==> src/rtl/spi_ecc_rx_pkg.sv <==
// spi_ecc_rx_pkg
//   Shared definitions for the error-correcting SPI link: word/codeword widths,
//   Hamming(15,11) data bit placement and the receive FSM state encoding.
//   Parity bits sit at the power-of-two positions 1, 2, 4 and 8.
//   The data bits fill the remaining positions in ascending order.
package spi_ecc_rx_pkg;

  localparam int DATA_W = 11;
  localparam int CODE_W = 15;
  localparam int SYN_W  = 4;

  // Codeword position (1-based) carrying data bit d[i]
  localparam int DATA_POS [DATA_W] = '{3, 5, 6, 7, 9, 10, 11, 12, 13, 14, 15};

  typedef enum logic [1:0] {
    ST_IDLE    = 2'd0,
    ST_SHIFT   = 2'd1,
    ST_DECODE  = 2'd2,
    ST_WAIT_SS = 2'd3
  } rx_state_t;

endpackage

==> src/rtl/spi_ecc_rx_if.sv <==
// spi_ecc_rx_if
//   Consumer-side bus of the SPI ECC receiver.
//   master : the receiver. It drives data_out, valid, err, frame_err, overrun and busy,
//            and reads ready.
//   slave  : the consumer. It reads the word and the status signals, and drives ready.
interface spi_ecc_rx_if;
  import spi_ecc_rx_pkg::*;

  logic [DATA_W-1:0] data_out;
  logic              valid;
  logic              ready;
  logic              err;
  logic              frame_err;
  logic              overrun;
  logic              busy;

  modport master (
    output data_out, valid, err, frame_err, overrun, busy,
    input  ready
  );

  modport slave (
    input  data_out, valid, err, frame_err, overrun, busy,
    output ready
  );

endinterface

==> src/rtl/spi_ecc_rx_hamming15_11_dec.sv <==
// hamming15_11_dec
//   Purely combinational Hamming(15,11) decoder.
//   code[15:1] : received codeword, indexed by codeword position
//   data[10:0] : corrected data word (d0 taken from position 3)
//   syndrome   : XOR of the positions of all set bits; 0 means clean
//   A nonzero syndrome names the single flipped position, and that bit is inverted.
//   Two flipped bits produce a wrong but plausible syndrome and are miscorrected.
module hamming15_11_dec
  import spi_ecc_rx_pkg::*;
(
  input  logic [CODE_W:1]   code,
  output logic [DATA_W-1:0] data,
  output logic [SYN_W-1:0]  syndrome
);

  logic [CODE_W:1] corrected;

  always_comb begin
    syndrome = '0;
    for (int p = 1; p <= CODE_W; p++) begin
      if (code[p]) syndrome = syndrome ^ p[SYN_W-1:0];
    end
  end

  // A syndrome of zero matches no position, so a clean word passes through unchanged.
  always_comb begin
    corrected = code;
    for (int p = 1; p <= CODE_W; p++) begin
      if (syndrome == p[SYN_W-1:0]) corrected[p] = ~code[p];
    end
  end

  always_comb begin
    data = '0;
    for (int i = 0; i < DATA_W; i++) begin
      data[i] = corrected[DATA_POS[i]];
    end
  end

endmodule

==> src/rtl/spi_ecc_rx.sv <==
// spi_ecc_rx
//   Receive end of the error-correcting SPI link. Oversamples sclk/mosi/ss in the clk
//   domain, shifts one Hamming(15,11) codeword per ss-low window (position 15 first),
//   corrects single-bit errors and offers the 11-bit word on a one-entry valid/ready buffer.
//   Ports:
//     clk        : system clock (rising edge)
//     reset      : asynchronous, active-low
//     sclk/mosi  : serial clock and data from the master (asynchronous to clk)
//     ss         : active-low slave select, one frame per low window
//     bus        : spi_ecc_rx_if.master carrying data_out, valid, ready, err,
//                  frame_err, overrun and busy
//   Parameter SYNC_STAGES (2..4) sets the depth of each input synchronizer.
module spi_ecc_rx
  import spi_ecc_rx_pkg::*;
#(
  parameter int SYNC_STAGES = 2
) (
  input  logic         clk,
  input  logic         reset,
  input  logic         sclk,
  input  logic         mosi,
  input  logic         ss,
  spi_ecc_rx_if.master bus
);

  logic [SYNC_STAGES-1:0] sclk_sync;
  logic [SYNC_STAGES-1:0] mosi_sync;
  logic [SYNC_STAGES-1:0] ss_sync;
  logic                   sclk_dly;
  logic                   sclk_s;
  logic                   mosi_s;
  logic                   ss_s;
  logic                   sclk_rise;

  rx_state_t              state;
  rx_state_t              state_next;
  logic [3:0]             bit_cnt;
  logic [CODE_W:1]        shift_reg;

  logic                   shift_en;
  logic                   frame_abort;
  logic                   load_buf;
  logic                   drop_word;
  logic                   busy_c;

  logic [DATA_W-1:0]      dec_data;
  logic [SYN_W-1:0]       dec_syn;

  logic [DATA_W-1:0]      data_q;
  logic                   valid_q;
  logic                   err_q;
  logic                   frame_err_q;
  logic                   overrun_q;

  // ss resets high so that a reset does not look like a new frame starting.
  always_ff @(posedge clk or negedge reset) begin
    if (!reset) begin
      sclk_sync <= '0;
      mosi_sync <= '0;
      ss_sync   <= '1;
      sclk_dly  <= 1'b0;
    end else begin
      sclk_sync <= {sclk_sync[SYNC_STAGES-2:0], sclk};
      mosi_sync <= {mosi_sync[SYNC_STAGES-2:0], mosi};
      ss_sync   <= {ss_sync[SYNC_STAGES-2:0], ss};
      sclk_dly  <= sclk_s;
    end
  end

  assign sclk_s    = sclk_sync[SYNC_STAGES-1];
  assign mosi_s    = mosi_sync[SYNC_STAGES-1];
  assign ss_s      = ss_sync[SYNC_STAGES-1];
  assign sclk_rise = sclk_s & ~sclk_dly;

  always_ff @(posedge clk or negedge reset) begin
    if (!reset) begin
      state <= ST_IDLE;
    end else begin
      state <= state_next;
    end
  end

  // SHIFT always leaves on the 15th bit, so an ss release seen while in SHIFT is a short frame.
  always_comb begin
    state_next = state;
    case (state)
      ST_IDLE: begin
        if (!ss_s) state_next = ST_SHIFT;
      end
      ST_SHIFT: begin
        if (ss_s) begin
          state_next = ST_IDLE;
        end else if (sclk_rise && bit_cnt == 4'(CODE_W - 1)) begin
          state_next = ST_DECODE;
        end
      end
      ST_DECODE: begin
        state_next = ST_WAIT_SS;
      end
      ST_WAIT_SS: begin
        if (ss_s) state_next = ST_IDLE;
      end
      default: begin
        state_next = ST_IDLE;
      end
    endcase
  end

  // During DECODE, the buffer accepts the new word if it is empty, or if its current word
  // is taken in the same cycle. Otherwise the new word is dropped.
  always_comb begin
    shift_en    = 1'b0;
    frame_abort = 1'b0;
    load_buf    = 1'b0;
    drop_word   = 1'b0;
    busy_c      = 1'b0;
    case (state)
      ST_SHIFT: begin
        busy_c = 1'b1;
        if (ss_s) begin
          frame_abort = 1'b1;
        end else if (sclk_rise) begin
          shift_en = 1'b1;
        end
      end
      ST_DECODE: begin
        busy_c = 1'b1;
        if (!valid_q || bus.ready) begin
          load_buf = 1'b1;
        end else begin
          drop_word = 1'b1;
        end
      end
      default: begin
      end
    endcase
  end

  always_ff @(posedge clk or negedge reset) begin
    if (!reset) begin
      bit_cnt   <= '0;
      shift_reg <= '0;
    end else if (state == ST_IDLE) begin
      bit_cnt <= '0;
    end else if (shift_en) begin
      bit_cnt   <= bit_cnt + 4'd1;
      shift_reg <= {shift_reg[CODE_W-1:1], mosi_s};
    end
  end

  hamming15_11_dec u_dec (
    .code     (shift_reg),
    .data     (dec_data),
    .syndrome (dec_syn)
  );

  // data_out and err keep their last value after the consumer takes the word.
  always_ff @(posedge clk or negedge reset) begin
    if (!reset) begin
      data_q      <= '0;
      valid_q     <= 1'b0;
      err_q       <= 1'b0;
      frame_err_q <= 1'b0;
      overrun_q   <= 1'b0;
    end else begin
      frame_err_q <= frame_abort;
      overrun_q   <= drop_word;
      if (load_buf) begin
        data_q  <= dec_data;
        err_q   <= |dec_syn;
        valid_q <= 1'b1;
      end else if (valid_q && bus.ready) begin
        valid_q <= 1'b0;
      end
    end
  end

  assign bus.data_out  = data_q;
  assign bus.valid     = valid_q;
  assign bus.err       = err_q;
  assign bus.frame_err = frame_err_q;
  assign bus.overrun   = overrun_q;
  assign bus.busy      = busy_c;

endmodule

==> src/flat_wrapper.sv <==
// flat-port wrapper written by rule: the top's interface ports become plain ports
module spi_ecc_rx_flat import spi_ecc_rx_pkg::*;
#(
  parameter int SYNC_STAGES = 2
)
  (clk, reset, sclk, mosi, ss, bus_data_out, bus_valid, bus_err, bus_frame_err, bus_overrun, bus_busy, bus_ready);
  spi_ecc_rx_if bus_i ();
  input  logic clk;
  input  logic reset;
  input  logic sclk;
  input  logic mosi;
  input  logic ss;
  output wire logic [$bits(bus_i.data_out)-1:0] bus_data_out;
  output wire logic [$bits(bus_i.valid)-1:0] bus_valid;
  output wire logic [$bits(bus_i.err)-1:0] bus_err;
  output wire logic [$bits(bus_i.frame_err)-1:0] bus_frame_err;
  output wire logic [$bits(bus_i.overrun)-1:0] bus_overrun;
  output wire logic [$bits(bus_i.busy)-1:0] bus_busy;
  input wire logic [$bits(bus_i.ready)-1:0] bus_ready;
  assign bus_data_out = bus_i.data_out;
  assign bus_valid = bus_i.valid;
  assign bus_err = bus_i.err;
  assign bus_frame_err = bus_i.frame_err;
  assign bus_overrun = bus_i.overrun;
  assign bus_busy = bus_i.busy;
  assign bus_i.ready = bus_ready;
  spi_ecc_rx #(.SYNC_STAGES(SYNC_STAGES)) u_core (.clk(clk), .reset(reset), .sclk(sclk), .mosi(mosi), .ss(ss), .bus(bus_i));
endmodule
==> config.mk <==
export PLATFORM = sky130hd
export DESIGN_NAME = spi_ecc_rx_flat
export DESIGN_NICKNAME = d
export VERILOG_FILES = /design/src/rtl/spi_ecc_rx_pkg.sv /design/src/rtl/spi_ecc_rx_if.sv /design/src/rtl/spi_ecc_rx_hamming15_11_dec.sv /design/src/rtl/spi_ecc_rx.sv /design/src/flat_wrapper.sv
export SDC_FILE = /design/constraint.sdc
export NUM_CORES = 1
export LEC_CHECK = 0
export ABC_AREA = 1
export CAP_MARGIN = 15
export CELL_PAD_IN_SITES_DETAIL_PLACEMENT = 1
export CELL_PAD_IN_SITES_GLOBAL_PLACEMENT = 1
export CORE_MARGIN = 2
export CORE_UTILIZATION = 45
export DETAILED_ROUTE_END_ITERATION = 12
export HOLD_SLACK_MARGIN = 0.02
export PLACE_DENSITY = 0.93
export SLEW_MARGIN = 20
export SYNTH_ARGS = -nofsm -noshare
export SYNTH_HDL_FRONTEND = slang
export SYNTH_SLANG_ARGS = --single-unit
==> constraint.sdc <==
create_clock -name clk -period 3.12 [get_ports clk]
set_clock_uncertainty 0.2 [all_clocks]
set_input_delay 0.624 -clock clk [delete_from_list [all_inputs] [get_ports clk]]
set_output_delay 0.624 -clock clk [all_outputs]
set_load 0.01 [all_outputs]
# Word-level counts from Yosys, hierarchy flattened
# Index checks and enable logic that the tools add are counted.
# word_totals
reg_bits	43
word_cells	115
# classes
addsub	1
eq_ne	18
muxes	45
n_bitwise	28
reduce_logical	11
# op_table
operator	count
4-bit two-way mux	10
4-bit == test (second input constant)	8
1-bit two-way mux	24
1-bit NOT	13
4-bit by 3-bit == test with 1-bit output (second input constant)	3
2-bit two-way mux	6
3-bit two-way mux	4
2-bit NOT	6
3-bit NOT	4
2-bit one-hot mux with 4 select lines	1
4-bit by 1-bit adder with 4-bit output (second input constant)	1
2-bit == test (second input constant)	2
4-bit by 2-bit == test with 1-bit output (second input constant)	1
4-bit NOT	1
2-bit nonzero test	2
4-bit OR reduction	1
3-bit by 1-bit != test with 1-bit output (second input constant)	1
1-bit NOT (first input constant)	3
3-bit AND reduction	1
2-bit by 1-bit == test with 1-bit output (second input constant)	1
1-bit logical AND	2
2-bit logical NOT	1
2-bit by 1-bit != test with 1-bit output (second input constant)	1
2-bit != test (second input constant)	1
5 further kinds	5

# Longest topological paths before layout
# depth
ltp_word	28
mapped_depth	16
mapped_depth_nobuf	16

# By module
# Synthesis repeated with hierarchy kept, for this count alone.
# unflattened
cells_unflattened	367
hier_area_um2	2806.4
# modules_own_cells
mod	instances	cells_per_inst	area_per_inst_um2
spi_ecc_rx	1	187	1765.4
hamming15_11_dec	1	180	1041.0

# Worst setup path before layout
# No wires, ideal clock.
# synth_timing
path_kind	register to register
from	register u_core.shift_reg[15] (netlist bit)
to	register u_core.data_q[6], in the netlist u_core.bus.data_out[6]
arrival_time_ns	1.411
setup_slack_ns	1.392
path_stages_with_launch	12
path_buffers	1
period_less_slack_ns	1.728
path_cell_list	dfrtp_1 -> buf_2 -> xnor2_1 -> nand3_1 -> nand2_1 -> nand2_1 -> nand2_2 -> inv_2 -> nor2_4 -> nand3_1 -> nand3_1 -> nand2_1
# synth_between
elab_chain_len	3
# synth_rtl
element	line_no	text
start, declared	spi_ecc_rx.sv:38	logic [CODE_W:1] shift_reg;
start signal, assigned	spi_ecc_rx.sv:147	shift_reg <= {shift_reg[CODE_W-1:1], mosi_s};
4-bit two-way mux	spi_ecc_rx_hamming15_11_dec.sv:21	if (code[p]) syndrome = syndrome ^ p[SYN_W-1:0];
4-bit == test	spi_ecc_rx_hamming15_11_dec.sv:29	if (syndrome == p[SYN_W-1:0]) corrected[p] = ~code[p];
1-bit two-way mux	spi_ecc_rx_hamming15_11_dec.sv:29	
end signal, assigned	spi_ecc_rx.sv:169	data_q <= dec_data;
end, declared	spi_ecc_rx.sv:49	logic [DATA_W-1:0] data_q;
# No other way between the ends.
# A chain may end at the register's enable or synchronous reset.

# Worst setup path after layout
# layout_timing
from	register u_core.state[0]
to	output bus_busy
# layout_between
elab_chain_len	3
# layout_rtl
element	line_no	text
start, declared	spi_ecc_rx.sv:35	rx_state_t state;
start signal, assigned	spi_ecc_rx.sv:79	state <= state_next;
2-bit by 1-bit == test with 1-bit output / 2-bit == test (equally long branches)	spi_ecc_rx.sv:117	case (state)
2-bit OR reduction (no line) (*)	--	
1-bit two-way mux (*)	spi_ecc_rx.sv:117	
end, declared	flat_wrapper.sv:18	output wire logic [$bits(bus_i.busy)-1:0] bus_busy;
# Mark *: on every way between the ends. The rest lies on a longest branch, timed or not.

==> qor.txt <==
outcome -> finished, final reports clean
WP data required -> 2.30 ns
maximum resistive drop on vdd -> 342 uV
iteration count of the initial detailed-routing pass -> 4
commonest cells after routing, fill and taps aside -> nand2_1 (132), dfrtp_1 (41), nand3_1 (34)
CTS resizes -> 0
Port Buf Inserts -> 21
post-CTS clock slew at the launch and capture registers of the worst setup and hold paths -> 0.09 ns
CTS Buffer Depth -> 2
antenna violations before repair -> 0
nets -> 347
Synth warnings -> 0
largest net degree at the start of global routing -> 44
register bit count reported by yosys -> 43
hpwl dp -> 4430 um
starting density of the core -> 0.458
total leakage power -> 1.39 nW
Setup crit start kind -> flop
final-layout fill cell count -> 666
clock tree from TritonCTS -> built
die outline area -> 5720 um2
Max-cap violations -> 0
layout cell share with drive strength beyond 1 -> 0.0982
Final Hold Violating Endpoints -> 0
total power after layout -> 1.97 mW
boundary pin count -> 22
final setup fails -> 0
Gate Count Post-Synth -> 313
horizontal extent of the die -> 75.6 um
worst path arrival time -> 1.61 ns
class of the tightest hold or removal check -> flop to flop
flip-flop count of the largest register, all copies and words added -> 15
weighted congestion at the end of routability-driven global placement -> 0.777
post-synth design cell area -> 2310 um2
register area share after synthesis -> 0.467
total congestion overflow after global routing -> 0
vias per std cell -> 5.13
number of core rows -> 26
RSZ-0062 raised after global routing -> no
CP startpoint -> u_core.state[0]
number of buffers added for setup after CTS -> 0
CTS Hold Buffers Added -> 0
count of inserted antenna diode cells -> 0
average footprint of a synthesized cell -> 7.37 um2
via count of the first global-routing pass -> 2,164
final critical delay including setup and external delays -> 2.43 ns
CP Max Fanout -> 4
Setup Total Neg Slack -> 0 ns
total power divided by cell area -> 731 nW/um2
Tightest Pin Transition -> 0.963 ns
Detailed Route Iter0 Violations -> 78
final hold slack -> 0.162 ns
highest attainable clock frequency -> 0.411 GHz
Global Route Usage Sum -> 0.234
post-detailed-placement cell area -> 2570 um2
area grow syn2layout -> 16.5%
sum of routed wire length over all layers -> 5920 um
overall die height -> 75.6 um
later-pin clock latency in the skew report -> 0.30 ns
clock root cell -> clkbuf_8
routed len/inst -> 14.6 um
worst min-delay path startpoint -> u_core.ss_sync[0]
Synthesized Nets -> 325
Slew Limit Headroom -> 0.358
Worst Setup Path Type -> flop to output port
max-slew violations -> 0
share of the cycle needed by the critical path after routing -> 0.780
wire length of the first global-routing pass -> 10,000 um
post-synthesis cell type count -> 26
Crit. End Element -> output port
H-tree depth reported by CTS -> 2
Placeable Area -> 5040 um2
most common cell after layout, fill and taps aside -> nand2_1
residual antenna-violating net count after detailed routing -> 0
total via count in the routed design -> 2,082
number of remaining DRC errors -> 0
total non-filler cell area in the finished layout -> 2690 um2
CTS sink count -> 43
number of buffers inserted during clock tree synthesis -> 5
-- power breakdown --
group          total [mW]  internal (mW)  switching [mW]
clock network       0.441          0.238           0.203
logic               0.820          0.281           0.540
registers           0.703          0.640          0.0638
-- cell usage after synthesis, drive strengths merged --
cell,instances,area (um2)
a21oi,5,28.8
a22oi,1,7.51
a31oi,1,6.26
and3,1,6.26
buf,2,10.0
clkbuf,4,15.0
dfrtp,41,1030
dfstp,2,52.6
ha,6,75.1
inv,37,139
nand2,137,532
nand3,35,180
nand3b,1,7.51
nand4,1,6.26
nor2,15,88.8
nor3,3,15.0
o21a,1,7.51
o21ai,19,95.1
xnor2,1,8.76
-- cell families after synthesis --
logic type / synth area share
and+or+nand+nor: 0.362
xor gates and xnor gates: 0.00380
adders and majority gates: 0.0325
buffers and inverters: 0.0710
DFF: 0.467
AOI/OAI and AO/OA: 0.0629
-- per-layer routing --
layer,wire (um),GRT usage,share of wire,up-vias
met5,0,0,0,-
met4,119,0.0741,0.020,0
met3,152,0.0384,0.026,13
met2,3060,0.428,0.52,29
met1,2590,0.281,0.44,1014
li1,-,-,-,1026
-- worst max-delay path, stage by stage (launching register included) --
cell	delay, ns
dfrtp_1	0.39
inv_1	0.11
ha_1	0.29
clkdlybuf4s50_1	0.53
-- stage by stage --
stage	util	std cells	setup slack [ns]
5_1_grt	0.533	406	0.648
6_report	0.533	406	0.686
3_5_place_dp	0.511	398	0.753
2_1_floorplan	-	313	1.39
4_1_cts	0.533	406	0.679
3_3_place_gp	0.511	398	0.845
-- layout make-up --
class,count,area (um2),area share
clock buffer,5,68.8,0.0256
timing repair buffer,21,205,0.0764
tap,70,87.6,0.0326
clock inverter,3,43.8,0.0163
inverter,37,139,0.0517
multi-input combinational,227,1060,0.396
sequential,43,1080,0.401
-- final timing paths --
kind                       cells after the start  slack (ns)                     end
hold / removal                                 0        0.16       u_core.ss_sync[1]
setup reg to reg                               8        0.91     u_core.shift_reg[5]
setup / recovery                               3        0.69                bus_busy
min in group asynchronous                      1        0.27       u_core.bit_cnt[2]
max in group asynchronous                      1        1.85  u_core.bus.data_out[0]
hold reg to reg                                0        0.16       u_core.ss_sync[1]
Note: power is estimated with default switching activity, not from simulation.
